[src/rtl/inst_fetch_ctrl_pkg.sv]
// Shared types and constants for the instruction fetch controller.
// Build option: FETCH_HALT_DETECT_EN enables halt-opcode detection.
package inst_fetch_ctrl_pkg;

  localparam int ADDR_W = 8;
  localparam int INST_W = 8;
  localparam int CNT_W  = 16;

  localparam logic [INST_W-1:0] HALT_OPCODE_DEF = 8'b0111_1000;

  typedef logic [2:0] fetch_state_t;

  localparam fetch_state_t S_IDLE = 3'd0;
  localparam fetch_state_t S_REQ  = 3'd1;
  localparam fetch_state_t S_RESP = 3'd2;
  localparam fetch_state_t S_HOLD = 3'd3;
  localparam fetch_state_t S_HALT = 3'd4;

endpackage

[src/rtl/inst_fetch_ctrl_fetch_pc_reg.sv]
// Program counter register: reset load, redirect load, wrapping increment.
// Redirect takes priority over increment.
module fetch_pc_reg
  import inst_fetch_ctrl_pkg::*;
#(
  parameter logic [ADDR_W-1:0] RESET_PC = 8'h00
) (
  input  logic              clk,
  input  logic              reset,
  input  logic              i_inc,
  input  logic              i_load,
  input  logic [ADDR_W-1:0] i_load_addr,
  output logic [ADDR_W-1:0] o_pc
);

  logic [ADDR_W-1:0] r_pc;

  always_ff @(posedge clk) begin
    if (reset)
      r_pc <= RESET_PC;
    else if (i_load)
      r_pc <= i_load_addr;
    else if (i_inc)
      r_pc <= r_pc + 1'b1;
  end

  assign o_pc = r_pc;

endmodule

[src/rtl/inst_fetch_ctrl.sv]
// Instruction fetch FSM with one outstanding read and a held output buffer.
// Build option: FETCH_HALT_DETECT_EN stops fetch after a HALT_OPCODE.
module inst_fetch_ctrl
  import inst_fetch_ctrl_pkg::*;
#(
  parameter logic [ADDR_W-1:0] RESET_PC    = 8'h00,
  parameter logic [INST_W-1:0] HALT_OPCODE = HALT_OPCODE_DEF
) (
  input  logic              clk,
  input  logic              reset,
  input  logic              start,
  input  logic              halt_req,
  input  logic              redirect_valid,
  input  logic [ADDR_W-1:0] redirect_addr,
  output logic              mem_rd_en,
  output logic [ADDR_W-1:0] mem_addr,
  input  logic [INST_W-1:0] mem_rdata,
  output logic              inst_valid,
  output logic [INST_W-1:0] inst_data,
  output logic [ADDR_W-1:0] inst_pc,
  input  logic              inst_ready,
  output logic              halted,
  output logic [CNT_W-1:0]  fetch_count
);

  fetch_state_t      r_state;
  fetch_state_t      w_state_nxt;
  logic              r_pend;
  logic              w_pend_nxt;
  logic              r_valid;
  logic [INST_W-1:0] r_data;
  logic [ADDR_W-1:0] r_ipc;
  logic [CNT_W-1:0]  r_cnt;
  logic [ADDR_W-1:0] w_pc;
  logic              w_redir;
  logic              w_accept;
  logic              w_capture;
  logic              w_halt_op;

`ifdef FETCH_HALT_DETECT_EN
  assign w_halt_op = (mem_rdata == HALT_OPCODE);
`else
  logic w_unused_halt_op;
  assign w_unused_halt_op = &{1'b0, HALT_OPCODE};
  assign w_halt_op = 1'b0;
`endif

  always_comb begin
    w_state_nxt = r_state;
    w_pend_nxt  = r_pend | halt_req;
    w_redir     = 1'b0;
    w_accept    = 1'b0;
    w_capture   = 1'b0;
    case (r_state)
      S_IDLE: begin
        if (halt_req) begin
          w_state_nxt = S_HALT;
          w_pend_nxt  = 1'b0;
        end else if (start) begin
          w_state_nxt = S_REQ;
        end
      end
      S_REQ, S_RESP, S_HOLD: begin
        if (redirect_valid) begin
          // A same-cycle halt request survives the flush.
          w_redir     = 1'b1;
          w_state_nxt = S_REQ;
          w_pend_nxt  = halt_req;
        end else if (r_state == S_REQ) begin
          w_state_nxt = S_RESP;
        end else if (r_state == S_RESP) begin
          w_capture   = 1'b1;
          w_state_nxt = S_HOLD;
          w_pend_nxt  = r_pend | halt_req | w_halt_op;
        end else if (inst_ready) begin
          w_accept = 1'b1;
          if (r_pend | halt_req) begin
            w_state_nxt = S_HALT;
            w_pend_nxt  = 1'b0;
          end else begin
            w_state_nxt = S_REQ;
          end
        end
      end
      S_HALT: begin
        w_pend_nxt = 1'b0;
        if (start && !halt_req)
          w_state_nxt = S_REQ;
      end
      default: begin
        w_state_nxt = S_IDLE;
        w_pend_nxt  = 1'b0;
      end
    endcase
  end

  fetch_pc_reg #(
    .RESET_PC (RESET_PC)
  ) u_pc (
    .clk         (clk),
    .reset       (reset),
    .i_inc       (w_accept),
    .i_load      (w_redir),
    .i_load_addr (redirect_addr),
    .o_pc        (w_pc)
  );

  always_ff @(posedge clk) begin
    if (reset) begin
      r_state <= S_IDLE;
      r_pend  <= 1'b0;
      r_valid <= 1'b0;
      r_data  <= '0;
      r_ipc   <= '0;
      r_cnt   <= '0;
    end else begin
      r_state <= w_state_nxt;
      r_pend  <= w_pend_nxt;
      r_valid <= (w_state_nxt == S_HOLD);
      if (w_capture) begin
        r_data <= mem_rdata;
        r_ipc  <= w_pc;
      end
      if (w_accept && (r_cnt != {CNT_W{1'b1}}))
        r_cnt <= r_cnt + 1'b1;
    end
  end

  assign mem_rd_en   = (r_state == S_REQ);
  assign mem_addr    = mem_rd_en ? w_pc : '0;
  assign inst_valid  = r_valid;
  assign inst_data   = r_data;
  assign inst_pc     = r_ipc;
  assign halted      = (r_state == S_HALT);
  assign fetch_count = r_cnt;

endmodule

[config.mk]
export PLATFORM = sky130hd
export DESIGN_NAME = inst_fetch_ctrl
export DESIGN_NICKNAME = d
export VERILOG_FILES = /design/src/rtl/inst_fetch_ctrl_pkg.sv /design/src/rtl/inst_fetch_ctrl_fetch_pc_reg.sv /design/src/rtl/inst_fetch_ctrl.sv
export SDC_FILE = /design/constraint.sdc
export NUM_CORES = 1
export LEC_CHECK = 0
export ABC_AREA = 1
export CAP_MARGIN = 25
export CORE_MARGIN = 2
export CORE_UTILIZATION = 52
export DETAILED_ROUTE_END_ITERATION = 7
export GPL_TIMING_DRIVEN = 0
export MAX_ROUTING_LAYER = met4
export PLACE_DENSITY = 0.86
export SETUP_SLACK_MARGIN = 0.3
export SYNTH_ARGS = -nofsm -noshare
export SYNTH_HDL_FRONTEND = slang
export SYNTH_SLANG_ARGS = --single-unit
export TNS_END_PERCENT = 50
[constraint.sdc]
create_clock -name clk -period 2.1 [get_ports clk]
set_input_delay 0.42 -clock clk [delete_from_list [all_inputs] [get_ports clk]]
set_output_delay 0.42 -clock clk [all_outputs]
set_load 0.01 [all_outputs]
# Word level (Yosys, flattened, before mapping)
# Index checks and enable logic that the tools add are counted.
# totals
ff_bits	45
in_bits	22
output_inout_bits	43
word_cells	51
# op_classes
muxes	29
add_sub_neg	2
eq_ne	6
bitwise_logic	1
reduce_logical	6
# ops
operator	count
$mux W3	8
$mux W8	3
$add A16 B1 Y16 const B	1
$mux W1	16
$ne A16 B16 Y1 const B	1
$eq A3 B2 Y1 const B	3
$pmux W3 S3	1
$add A8 B1 Y8 const B	1
$eq A3 B1 Y1 const B	1
$eq A3 B3 Y1 const B	1
$logic_not A3 Y1	1
$reduce_or A3 Y1	1
$logic_and A1 B1 Y1	2
$pmux W1 S2	1
$reduce_bool A2 Y1	1
$logic_not A1 Y1	1
$or A1 B1 Y1	1

# Logic depth before layout (Yosys ltp)
# Gate-level depths: netlist of run 1.
# logic_depth
ltp_word	8
mapped_depth	10
depth_no_buf	10

# Cells and area by module
# A second synthesis of run 1 with hierarchy kept.
# unflattened
hier_cells	337
area_unflattened_um2	2368.5
# modules_own_cells
mod	cells_per_inst	instances	area_per_inst_um2	seq_area_each_um2
inst_fetch_ctrl	267	1	1879.3	740.7
fetch_pc_reg	70	1	489.2	160.2

# Worst setup path before layout of run 1
# No wires, ideal clock.
# synth_path
kind	reg-to-reg
from	reg r_cnt[0], in the netlist fetch_count[0]
to	reg r_cnt[15], in the netlist fetch_count[15]
synth_period_minus_slack_ns	1.502
path_slack_ns	0.598
path_buffers	1
required_time_ns	1.985
t_arrival_ns	1.387
setup_time_ns	0.115
stages_incl_launch_ff	10
cell_sequence	dfxtp_1 -> ha_1 -> nand2_2 -> nor2_4 -> nand2_4 -> nor2_4 -> nor2_4 -> buf_6 -> a21oi_1 -> nor2_1
# synth_via
elab_chain_cells	2
elab_cells_between_ends	3
cone_classes	add/sub (1); eq/ne (1); reduce/logical (1)
# synth_rtl
item	line	rtl
from (decl)	inst_fetch_ctrl.sv:33	logic [CNT_W-1:0] r_cnt;
from (signal assigned)	inst_fetch_ctrl.sv:125	r_cnt <= r_cnt + 1'b1;
parallel branches: the longest is 2 deep, another holds $add A16 B1 Y16	--	
# Parallel ways; which one is timed is not known.
# A chain may end at the register's enable or synchronous reset.

# Worst setup path after layout of run 1
# layout_path
from	reg r_state[0]
to	out mem_rd_en
# layout_via
elab_chain_cells	1
# layout_rtl
item	line	rtl
from (decl)	inst_fetch_ctrl.sv:26	fetch_state_t r_state;
from (signal assigned)	inst_fetch_ctrl.sv:117	r_state <= w_state_nxt;
$eq A3 B1 Y1	inst_fetch_ctrl.sv:129	assign mem_rd_en = (r_state == S_REQ);
to (decl)	inst_fetch_ctrl.sv:15	output logic mem_rd_en,
# Every way passes these cells.

==> results of run 1 <==
-- stage by stage --
step	area (sq um)	setup slack (ns)
after floorplan	2349	0.5978
after global placement	3054	0.09813
after detailed placement	3054	0.08488
after CTS	3166	0.07798
after global routing	3227	0.1744
final	3227	0.2498
-- report_power, final --
part	switching (W)	leakage, nW	total [W]	internal (W)
Sequential	0.0000118	0.364	0.000873	0.000862
Clock	0.000298	0.0574	0.000686	0.000387
Combinational	0.0000772	0.818	0.000158	0.0000808
-- state kept, by name, indices dropped and copies added, names as in the netlist --
| register | count |
|---|---|
| fetch_count | 16 |
| inst_data | 8 |
| inst_pc | 8 |
| inst_valid | 1 |
| r_pend | 1 |
| r_state | 3 |
| u_pc.o_pc | 8 |
-- synthesized netlist by cell type (all sizes together) (3+ instances only) --
cell    instances
buf             7
clkbuf          3
o21ai          29
nor2           63
nand4           4
xnor2           4
inv            38
nand3          21
xor2            4
nor3            3
nand2          71
dfxtp          45
a21oi          26
o211ai          3
-- tightest hold or removal path, cell delays in order (launching register included) --
cell and delay, ns:
dfxtp_1 0.33, nor2_1 0.04, nor2_1 0.08
-- cell families after synthesis --
family          after synthesis  share of synthesized area [%]
xor+xnor                      8                          2.983
compound gates               65                          16.30
fa+ha+maj                     2                          1.065
simple gates                162                          31.97
flops                        45                          38.36
buf+inv                      48                          9.324
-- path summary, 6_finish.rpt --
path,start,to,slack (ns),cells after the start
max,r_state[0],mem_rd_en,0.25,7
min,inst_data[1],inst_data[1],0.49,2
max reg2reg,fetch_count[0],fetch_count[15],0.51,9
min reg2reg,inst_data[1],inst_data[1],0.49,2
-- timing repair --
| action | 4_1_cts | 5_1_grt |
|---|---|---|
| pin swaps | 0 | 2 |
| setup endpoints to repair | 10 | 11 |
| cloned | 0 | 1 |
| resized for setup | 26 | 23 |
| setup buffers | 1 | 5 |
-- cell type report --
| class | instances | area share (%) |
|---|---|---|
| flip-flops and latches | 45 | 28.03 |
| repair buffers | 71 | 20.55 |
| multi-input cells | 237 | 38.62 |
| inverters | 38 | 4.575 |
| well taps | 52 | 2.016 |
| plain buffers | 10 | 2.482 |
| clock inverters | 2 | 1.163 |
| clock buffers | 6 | 2.559 |
-- per-layer routing --
layer	vias up	wire length [um]
met2	68	2718
met5	-	0
met1	1101	2566
met4	0	32
li1	1215	-
met3	4	370
-- cell usage in the layout, fill, tap and decap left out, types with 5 or more instances in the layout --
cell,count
nor2_2,5
buf_4,6
buf_2,8
clkbuf_8,6
buf_6,7
nand2_1,65
o21ai_1,8
nand3_1,18
a21oi_1,20
nor2_1,50
nor2_4,8
a21oi_2,6
o21ai_0,19
dfxtp_1,42
inv_1,32
nand2_2,5
clkdlybuf4s50_1,54
==> impl_metrics.tcl, run 1 <==
set metrics [dict create \
    status "completed" \
    clockRootBuffer "clkbuf_8" \
    ys_seq_area_share_pct 38.36 \
    power_leakage_nw 1.239 \
    synthArstFlopShare_pct 0 \
    crit_type "reg -> out" \
    grt_pass1_vias 2095 \
    synth_edf_count 0 \
    dp_hpwl_mm 4.103 \
    initial_utilization_pct 53.94 \
    ys_seq_elements 45 \
    syn_nets 354 \
    drv_cap 0 \
    dr_total_vias 2388 \
    diodes 0 \
    route.detailed.drc 0 \
    rsz0062_at_grt "yes" \
    finalHoldViolations 0 \
    numCtsBuffers 5 \
    grt_max_degree 15 \
    hold_slack_ns 0.4878 \
    grt.busiest_layer "met2" \
    post-place-cells 446 \
    tns_ns 0 \
    worst_path_most_repeated_cell "buf_6" \
    ant_nets 0 \
    crit_family "buffers and inverters" \
    synth_top_cell_area_share_pct 38.36 \
    antenna_found_initial 0 \
    use_met1_pct 28.61 \
    cts.sinks 45 \
    synth.distinct_cells 34 \
    synth-main-ff-cell "dfxtp_1" \
    fillCellCount 355 \
    ir_drop_uv 374.1 \
    worstPathRequired_ns 1.68 \
    wl_per_cell_um 12.34 \
    hold_path_class "reg -> reg" \
    port_buffers 64 \
    clk_latency_ns 0.30 \
    h-tree-depth 2 \
    grt_pass1_wl_mm 9.190 \
    crit_path_cell_trace "buf_6 -> inv_4 -> nor2_4 -> nand2_2 -> buf_6 -> inv_1 -> clkdlybuf4s15_1" \
    syn_avg_cell_area_sq_um 7.117 \
    core_area_sq_mm 0.004354 \
    synth_area_leaders "dfxtp_1, nand2_1, nor2_1" \
    fin_crit_sh_pct 88.11 \
    cp_slowest_cell "dfxtp_2" \
    utilization_pct 74.11 \
    slowest_delay_ns 0.37 \
    multi_input_area_sq_mm 0.001246 \
    cp-end-kind "output pin" \
    synth_top_area_cell "dfxtp_1" \
    setup_violations 0 \
    cts.path.max_buffers 2 \
    cts_tree "done" \
    layout-drive-gt1-share_pct 17.36 \
    stdcell_count 461 \
    rows 24 \
    synthCells 330 \
    maxSlewViolCount 0 \
    met3_usage_pct 3.561 \
    use_met2_pct 38.68 \
    fmax_ghz 0.5405 \
    register_area_sq_um 904.6 \
    p_total_w 0.001717 \
    worstMarginPinSlew_ns 0.5096 \
    vias_per_cell 5.180 \
    arrival_ns 1.43 \
    ios 65 \
    synth.cell_area_sq_mm 0.002349 \
    slew_headroom_pct 66.03 \
    fin_nets 432 \
    die_h_um 71.21 \
    clk_pin_slew_ns 0.09 \
    gr-total-overflow 0 \
    syn2layout_area_growth_pct 37.40 \
    fin_skew_ns 0.01285 \
    grt_use_total_pct 22.79 \
    die_x_um 71.21 \
    ctsHoldBuffers 0 \
    die_area_sq_mm 0.005070 \
    drt_wl_total_mm 5.688 \
    dr.pass1.iters 4 \
    crit_buf_inv 5 \
    cp-start-kind "flip-flop" \
    yosys_warnings 0 \
    layout_min_cycle_time_ns 1.850 \
    p_per_area_mw_per_mm2 532.1 \
    place.gp.congestion 0.8889 \
    critPathMaxFanout 5 \
    dr.first_iter.drc_count 162 \
]
(Power assumes the default switching activity.)
==> inputs of run 2 (changes only) <==
MAX_ROUTING_LAYER = default   (was met4)
==> impl_metrics.tcl, run 2 (synthesis results as in run 1) <==
set metrics [dict create \
    r2r_start "fetch_count[0]" \
    internal-power_w 0.001330 \
    final_common_cell "nand2_1" \
    swShare_pct 22.57 \
    cts_tree "done" \
    worstPathRequired_ns 1.68 \
    rows 24 \
    die_x_um 71.21 \
    ir_drop_uv 374.2 \
    grt_use_total_pct 22.12 \
    layout-drive-gt1-share_pct 17.36 \
    dr.pass1.iters 4 \
    most-common-layout-cells "nand2_1, clkdlybuf4s50_1, nor2_1, dfxtp_1, inv_1" \
    drv_cap 0 \
    hold_end "inst_data[1]" \
    p_total_w 0.001717 \
    hold_slack_ns 0.4878 \
    rsz0062_at_grt "yes" \
    vias_per_cell 5.204 \
    worstMarginPinSlew_ns 0.5230 \
    setup_violations 0 \
    stdcell_count 461 \
    wl_per_cell_um 12.42 \
    switching_power_w 0.0003877 \
    finalHoldViolations 0 \
    crit-reg2reg-capture "fetch_count[6]" \
    hold_path_class "reg -> reg" \
    r2r_setup_slack_ns 0.51 \
    fin_nets 432 \
    slew_headroom_pct 65.13 \
    clockRootBuffer "clkbuf_8" \
    fin_skew_ns 0.01306 \
    crit_type "reg -> out" \
    tns_ns 0 \
    antenna_found_initial 0 \
    cp-end-kind "output pin" \
    combPwrFrac_pct 9.2 \
    drt_wl_total_mm 5.724 \
    power_leakage_nw 1.239 \
    fillCellCount 355 \
    largest_reg_flops 16 \
    ios 65 \
    p_clk_share_pct 39.9 \
    dp_hpwl_mm 4.103 \
    maxSlewViolCount 0 \
    dr_total_vias 2399 \
    status "completed" \
    port_buffers 64 \
    grt_pass1_vias 2095 \
    fmax_ghz 0.5416 \
    numCtsBuffers 5 \
    grt_pass1_wl_mm 9.190 \
    utilization_pct 74.11 \
    core_area_sq_mm 0.004354 \
    h-tree-depth 2 \
    cts.path.max_buffers 2 \
    ant_nets 0 \
    fin_crit_sh_pct 87.92 \
    pwr-share-seq_pct 50.9 \
    clk_latency_ns 0.29 \
    route.detailed.drc 0 \
    post-place-cells 446 \
    diodes 0 \
    cts.sinks 45 \
    die_h_um 71.21 \
    worstHoldPathCells 2 \
    grt_max_degree 15 \
    p_per_area_mw_per_mm2 532.2 \
    clk_pin_slew_ns 0.09 \
    arrival_ns 1.43 \
    place.gp.congestion 0.8745 \
    initial_utilization_pct 53.94 \
    critPathMaxFanout 5 \
    die_area_sq_mm 0.005070 \
    gr-total-overflow 0 \
    dr.first_iter.drc_count 170 \
    layout_min_cycle_time_ns 1.846 \
    cp-start-kind "flip-flop" \
    syn2layout_area_growth_pct 37.40 \
    hold_start "inst_data[1]" \
    reg2regPathDepth 8 \
]
run 2: cell counts in the layout (fill, tap and decap cells not counted):
Identical to the previous run, type by type.
run 2: final cells by class:
cell class | instances | area (sq um) | share of cell area (%)
Inverter | 38 | 147.6 | 4.575
Clock buffer | 6 | 82.58 | 2.559
Tap cell | 52 | 65.06 | 2.016
Multi-Input combinational cell | 237 | 1246 | 38.62
Sequential cell | 45 | 904.6 | 28.03
Timing Repair Buffer | 71 | 663.1 | 20.55
Clock inverter | 2 | 37.54 | 1.163
Buffer | 10 | 80.08 | 2.482
run 2: per-layer routing:
layer  part of all wire (%)  track usage [%]  up-vias
met5                      0                0        -
met4                   0.37            5.031        0
met3                    6.5            3.561        2
met2                     48            38.68       72
met1                     45            28.61     1106
li1                       -                -     1219
run 2: worst max-delay path, cell delays in order (launching register included):
cell	delay, ns
dfxtp_2	0.37
buf_6	0.11
inv_4	0.04
nor2_4	0.11
nand2_2	0.10
buf_6	0.15
inv_1	0.04
clkdlybuf4s15_1	0.22
run 2: power by group through the flow:
stage / Combinational [W] / Sequential, W / Clock, W
finish: 0.000158 / 0.000873 / 0.000685
floorplan: 0.0000701 / 0.000890 / 0
detailed placement: 0.000137 / 0.000892 / 0
global placement: 0.000135 / 0.000892 / 0
CTS: 0.000140 / 0.000872 / 0.000691
global route: 0.000173 / 0.000875 / 0.000723
run 2: what timing repair did:
action | 4_1_cts | 5_1_grt
hold buffers | 0 | 0
gates resized for setup | 26 | 23
hold endpoints to repair | 0 | 0
buffers inserted | 1 | 5
gates cloned | 0 | 1
endpoints found under the setup margin | 10 | 11
pin swaps | 0 | 2
run 2: worst max-delay path by stage:
stage,start,endpoint,depth (start not counted)
2_1_floorplan,fetch_count[0],fetch_count[15],9
3_3_place_gp,inst_ready,fetch_count[13],9
3_5_place_dp,inst_ready,fetch_count[13],9
4_1_cts,r_state[1],halted,4
5_1_grt,r_state[0],mem_rd_en,7
6_report,r_state[0],mem_rd_en,7
run 2: per-stage QoR:
stage	area, sq um	setup slack (ns)
detailed placement	3054	0.08488
CTS	3166	0.07798
global placement	3054	0.09813
finish	3227	0.2536
global route	3227	0.1744
floorplan	2349	0.5978
